[src/rtl/fp_pkg.sv]
// Shared floating-point definitions for the FP datapath units (adder, subtractor, future units).
// Holds field widths, special encodings and the sequential subtractor state enum.
package fp_pkg;

   localparam int EXP_W = 8;
   localparam int MAN_W = 23;

   localparam logic [EXP_W-1:0] EXP_MAX = 8'hFF;
   localparam logic [31:0]      QNAN    = 32'h7FC0_0000;
   localparam logic [31:0]      POS_INF = 32'h7F80_0000;
   localparam logic [31:0]      NEG_INF = 32'hFF80_0000;

   typedef enum logic [2:0] {
      S_IDLE,
      S_ALIGN,
      S_ADDSUB,
      S_NORM,
      S_DONE
   } state_t;

   function automatic logic [31:0] inf_of(input logic sign);
      return sign ? NEG_INF : POS_INF;
   endfunction

endpackage

[src/rtl/fp_unpack.sv]
// Combinational split of one IEEE-754 single into sign, exponent and 24-bit mantissa.
// Subnormals are presented with exponent 1 and a clear hidden bit so alignment needs no special case.
module fp_unpack
   import fp_pkg::*;
(
   input  logic [31:0]      f,
   output logic             sign,
   output logic [EXP_W-1:0] exp,
   output logic [MAN_W:0]   man,
   output logic             is_max
);

   logic exp_zero;

   assign exp_zero = (f[30:23] == '0);
   assign sign     = f[31];
   assign exp      = exp_zero ? 8'd1 : f[30:23];
   assign man      = {~exp_zero, f[22:0]};
   assign is_max   = (f[30:23] == EXP_MAX);

endmodule

[src/rtl/fp_sub_seq.sv]
// Multi-cycle single-precision subtractor (result = a - b) with truncating rounding.
// Alignment and normalisation proceed one bit per cycle behind a start/done handshake.
module fp_sub_seq
   import fp_pkg::*;
#(
   parameter int SHIFT_CLAMP = 26
) (
   input  logic        clk,
   input  logic        rst,
   input  logic        start,
   input  logic [31:0] a,
   input  logic [31:0] b,
   output logic [31:0] result,
   output logic        done,
   output logic        busy
);

   // Handshake: start is sampled only while idle (busy=0); operands are captured on that edge.
   // done pulses for exactly one cycle with result valid, and result holds until the next accept.

   state_t             state, state_n;
   logic               sx, sx_n;
   logic               sub, sub_n;
   logic               special, special_n;
   logic [EXP_W-1:0]   ex, ex_n;
   logic [EXP_W-1:0]   diff, diff_n;
   logic [MAN_W+1:0]   mx, mx_n;
   logic [MAN_W:0]     my, my_n;
   logic [31:0]        spec_res, spec_res_n;
   logic [31:0]        result_n;
   logic [EXP_W-1:0]   d_raw;
   logic [EXP_W-1:0]   e_inc;

   logic               sa, sb_raw, sb_eff, a_max, b_max, a_ge;
   logic [EXP_W-1:0]   ea, eb;
   logic [MAN_W:0]     ma, mb;

   fp_unpack u_unpack_a (.f(a), .sign(sa),     .exp(ea), .man(ma), .is_max(a_max));
   fp_unpack u_unpack_b (.f(b), .sign(sb_raw), .exp(eb), .man(mb), .is_max(b_max));

   assign sb_eff = ~sb_raw;
   assign a_ge   = ({ea, ma} >= {eb, mb});

   always_comb begin
      state_n    = state;
      sx_n       = sx;
      sub_n      = sub;
      special_n  = special;
      ex_n       = ex;
      diff_n     = diff;
      mx_n       = mx;
      my_n       = my;
      spec_res_n = spec_res;
      result_n   = result;
      d_raw      = '0;
      e_inc      = ex + 8'd1;
      done       = 1'b0;
      busy       = (state != S_IDLE);

      unique case (state)
         S_IDLE: begin
            if (start) begin
               state_n = S_ALIGN;
               if (a_ge) begin
                  sx_n  = sa;
                  ex_n  = ea;
                  mx_n  = {1'b0, ma};
                  my_n  = mb;
                  d_raw = ea - eb;
               end else begin
                  sx_n  = sb_eff;
                  ex_n  = eb;
                  mx_n  = {1'b0, mb};
                  my_n  = ma;
                  d_raw = eb - ea;
               end
               // Beyond the clamp the smaller operand cannot affect a truncated result.
               if (d_raw >= 8'(SHIFT_CLAMP)) begin
                  my_n   = '0;
                  diff_n = '0;
               end else begin
                  diff_n = d_raw;
               end
               sub_n      = sa ^ sb_eff;
               special_n  = a_max | b_max;
               spec_res_n = (a_max && b_max && (sa != sb_eff)) ? QNAN
                                                               : inf_of(a_max ? sa : sb_eff);
            end
         end

         S_ALIGN: begin
            if (special) begin
               result_n = spec_res;
               state_n  = S_DONE;
            end else if (diff != '0) begin
               my_n   = my >> 1;
               diff_n = diff - 8'd1;
            end else begin
               state_n = S_ADDSUB;
            end
         end

         S_ADDSUB: begin
            // X has the larger magnitude, so the difference never goes negative.
            mx_n    = sub ? ({1'b0, mx[MAN_W:0]} - {1'b0, my})
                          : ({1'b0, mx[MAN_W:0]} + {1'b0, my});
            state_n = S_NORM;
         end

         S_NORM: begin
            if (mx[MAN_W+1]) begin
               result_n = (e_inc == EXP_MAX) ? {sx, EXP_MAX, 23'b0}
                                             : {sx, e_inc, mx[MAN_W:1]};
               state_n  = S_DONE;
            end else if (mx == '0) begin
               result_n = 32'h0;
               state_n  = S_DONE;
            end else if (mx[MAN_W] || ex == 8'd1) begin
               result_n = {sx, (mx[MAN_W] ? ex : 8'd0), mx[MAN_W-1:0]};
               state_n  = S_DONE;
            end else begin
               mx_n = {mx[MAN_W:0], 1'b0};
               ex_n = ex - 8'd1;
            end
         end

         S_DONE: begin
            done    = 1'b1;
            state_n = S_IDLE;
         end

         default: state_n = S_IDLE;
      endcase
   end

   always_ff @(posedge clk or posedge rst) begin
      if (rst) begin
         state    <= S_IDLE;
         sx       <= 1'b0;
         sub      <= 1'b0;
         special  <= 1'b0;
         ex       <= '0;
         diff     <= '0;
         mx       <= '0;
         my       <= '0;
         spec_res <= '0;
         result   <= '0;
      end else begin
         state    <= state_n;
         sx       <= sx_n;
         sub      <= sub_n;
         special  <= special_n;
         ex       <= ex_n;
         diff     <= diff_n;
         mx       <= mx_n;
         my       <= my_n;
         spec_res <= spec_res_n;
         result   <= result_n;
      end
   end

endmodule

[config.mk]
export PLATFORM = sky130hd
export DESIGN_NAME = fp_sub_seq
export DESIGN_NICKNAME = d
export VERILOG_FILES = /design/src/rtl/fp_pkg.sv /design/src/rtl/fp_unpack.sv /design/src/rtl/fp_sub_seq.sv
export SDC_FILE = /design/constraint.sdc
export NUM_CORES = 1
export LEC_CHECK = 0
export CORE_UTILIZATION = 52
export CTS_BUF_LIST = sky130_fd_sc_hd__clkbuf_4
export DETAILED_ROUTE_END_ITERATION = 12
export GPL_TIMING_DRIVEN = 0
export PLACE_DENSITY = 0.86
export SLEW_MARGIN = 20
export SYNTH_ARGS = -nofsm -noshare
export SYNTH_HDL_FRONTEND = slang
export SYNTH_SLANG_ARGS = --single-unit
[constraint.sdc]
create_clock -name clk -period 4.8 [get_ports clk]
set_input_delay 0.48 -clock clk [delete_from_list [all_inputs] [get_ports clk]]
set_output_delay 0.48 -clock clk [all_outputs]
set_load 0.05 [all_outputs]
==> flow_summary.json <==
{
  "outcome": "finished clean",
  "vias": 9302,
  "slew_violations": 0,
  "fin_crit_ns": 4.624,
  "end_kind": "flip-flop",
  "numCtsBuffers": 9,
  "period_share_pct": 96.32,
  "clockBufferDepth": 2,
  "gp_congestion": 0.9329,
  "drt-initial-drc-count": 1004,
  "synthArstFlopShare_pct": 100.0,
  "portBuffers": 100,
  "start_util_pct": 53.12,
  "hold_class": "primary input to async pin",
  "hold_viol": 0,
  "worstMarginPinSlew_ns": 1.063,
  "cts_tree": "done",
  "power.total_mw": 8.200,
  "grt_pass1_vias": 8552,
  "layout_commonest_cell": "nor2_1",
  "p_leak_nw": 4.422,
  "drtPass1Iterations": 8,
  "maxCapViolations": 0,
  "start_kind": "flip-flop",
  "crit_chain": "nor3_1 > nand2_1 > nor4_1 > nand3b_1 > nor2b_1 > xnor2_1 > ha_1 > a21oi_1 > nand2_1 > nand2_1 > a31oi_1 > a221oi_1 > o21ai_1 > a22oi_1 > or4b_2 > a41oi_1",
  "cp.arrival_ns": 5.06,
  "coreArea_um2": 17240,
  "die_height_um": 134.7,
  "crit_path_max_incr_delay_ns": 0.67,
  "grt_pass1_wl_um": 43950,
  "fp.dieW_um": 134.7,
  "dieArea_um2": 18140,
  "syn_inst": 1161,
  "overflow": 0,
  "grt_start_max_net_pins": 73,
  "ys_seq_elements": 106,
  "path_common_cell": "nand2_1",
  "cts_sinks": 106,
  "required_ns": 5.24,
  "post_layout_nonfiller_instances": 1504,
  "fin_skew_ns": 0.03552,
  "num_rows": 48,
  "synth.avg_cell_area_um2": 7.887,
  "p_per_area_nw_per_um2": 771.8,
  "clkSlewWorstSetupHoldPaths_ns": 0.18,
  "irDropWorstVdd_v": 0.0003787,
  "cp_slowest_cell": "or4b_2",
  "antenna_found_initial": 1,
  "drt_wl_total_um": 27610,
  "dpl.hpwl_um": 21990,
  "utilization_pct": 61.64,
  "synth_seq_area_share_pct": 28.97,
  "crit_type": "flip-flop to flip-flop",
  "synth_edf_count": 0,
  "synth_area_um2": 9156,
  "postCtsSetupRepairBufs": 0,
  "maxSlewHeadroom_pct": 28.62,
  "max_freq_ghz": 0.2163,
  "drcViolationCount": 0,
  "viasPerCell": 6.185,
  "clk_latency_ns": 0.52,
  "nNetsFinal": 1412,
  "synthDistinctLibCells": 74,
  "drive_gt1_share_pct": 4.930,
  "htreeDepth": 3,
  "cpLargestDelayFamily": "simple AND/OR/NAND/NOR gates",
  "synth_fp_nets": 1300,
  "holdBufCountCts": 0,
  "synth-main-ff-cell": "dfrtp_1",
  "crit_buf_inv": 0,
  "ys_warn_count": 0,
  "dp.cells": 1487,
  "place_ws_ns": -0.3343,
  "synth_top_area_share_pct": 28.97,
  "timing.final.ws_setup_ns": 0.1765,
  "rsz0062_at_grt": "no",
  "ant_nets": 0,
  "area_growth_syn_to_layout_pct": 16.03,
  "cp_max_fo": 6,
  "grt_util_all_layers_pct": 30.90,
  "num_io_pins": 101,
  "finalSetupViolations": 0,
  "layout_common_cells": "nor2_1 (134), nand2_1 (117), a21oi_1 (107)",
  "wl_per_cell_um": 18.36,
  "cts_root_buf": "clkbuf_4",
  "synth_top_area_cell": "dfrtp_1",
  "netlist_top_cells_area": "dfrtp_1 (29%), ha_1 (9.4%), a21oi_1 (5.8%)"
}
synthesized netlist by cell type, types with 14 or more instances:
master	instances
a21oi_1	107
a22oi_1	16
a31oi_1	25
clkbuf_1	70
dfrtp_1	106
ha_1	69
inv_1	66
mux2i_1	16
nand2_1	117
nand3_1	15
nand4_1	14
nor2_1	134
nor2b_1	28
nor3_1	23
nor4_1	17
o211ai_1	14
o21a_1	20
o21ai_0	78
xnor2_1	38
kinds of logic after synthesis:
logic type | Yosys count | share of synthesized area, %
compound gates | 371 | 27.26
xor+xnor | 49 | 4.769
fa+ha+maj | 72 | 10.08
buf+inv | 143 | 6.054
flops | 106 | 28.97
mux | 27 | 3.102
simple gates | 393 | 19.76
final timing paths:
path,from,end,slack (ns),cells past startpoint
setup / recovery,my[2]$_DFFE_PP0P_,mx[23]$_DFFE_PP0P_,0.18,16
hold / removal,rst,result[29]$_DFFE_PP0P_,0.31,2
setup reg to reg,my[2]$_DFFE_PP0P_,mx[23]$_DFFE_PP0P_,0.18,16
hold reg to reg,result[15]$_DFFE_PP0P_,result[15]$_DFFE_PP0P_,0.50,2
max in group asynchronous,rst,my[15]$_DFFE_PP0P_,3.82,3
min in group clk,result[15]$_DFFE_PP0P_,result[15]$_DFFE_PP0P_,0.50,2
layer usage:
layer  global-route usage [%]  up-vias  part of all wire [%]
li1                         -     4425                     -
met1                    42.75     4357                    43
met2                    48.71      455                    46
met3                    5.293       65                   8.4
met4                    10.74        0                   2.3
met5                        0        -                     0
state kept, by name, summed over array words and instances, names as in the netlist:
| register | count |
|---|---|
| state | 3 |
| diff | 8 |
| result | 32 |
| special | 1 |
| spec_res | 3 |
| my | 24 |
| sx | 1 |
| mx | 25 |
| ex | 8 |
| sub | 1 |
worst register-to-register path: stages, from the launching register on:
cell      delay, ns
dfrtp_1        0.50
nor3_1         0.39
nand2_1        0.16
nor4_1         0.39
nand3b_1       0.19
nor2b_1        0.18
xnor2_1        0.16
ha_1           0.37
a21oi_1        0.13
nand2_1        0.08
nand2_1        0.05
a31oi_1        0.33
a221oi_1       0.25
o21ai_1        0.31
a22oi_1        0.19
or4b_2         0.67
a41oi_1        0.21
final cells by class:
cell class | count | area (µm²)
tap | 225 | 281.5
sequential | 106 | 2653
buffer | 77 | 307.8
clock inverter | 6 | 62.56
timing repair buffer | 101 | 1028
multi-input combinational | 912 | 5961
inverter | 66 | 252.7
fill | 1519 | 6613
clock buffer | 10 | 75.07
antenna | 1 | 2.502
timing repair:
action,4_1_cts,5_1_grt
hold endpoints to repair,0,0
resized for setup,0,5
setup endpoints to repair,0,26
report_power, final:
part	leakage (nW)	internal, mW	switching (mW)
Clock	0.0725	0.165	0.323
Combinational	3.06	2.35	3.58
Sequential	1.29	1.32	0.469
Total	4.42	3.83	4.37
through the flow:
step	TNS (ns)	area (µm²)	hold WS (ns)
2_1_floorplan	0	9156	0.4432
3_3_place_gp	-7.986	10440	0.4646
3_5_place_dp	-9.214	10470	0.4691
4_1_cts	0	10610	0.3176
5_1_grt	0	10620	0.3170
6_report	0	10620	0.3063
No activity file was read; power rests on OpenSTA's default activity.
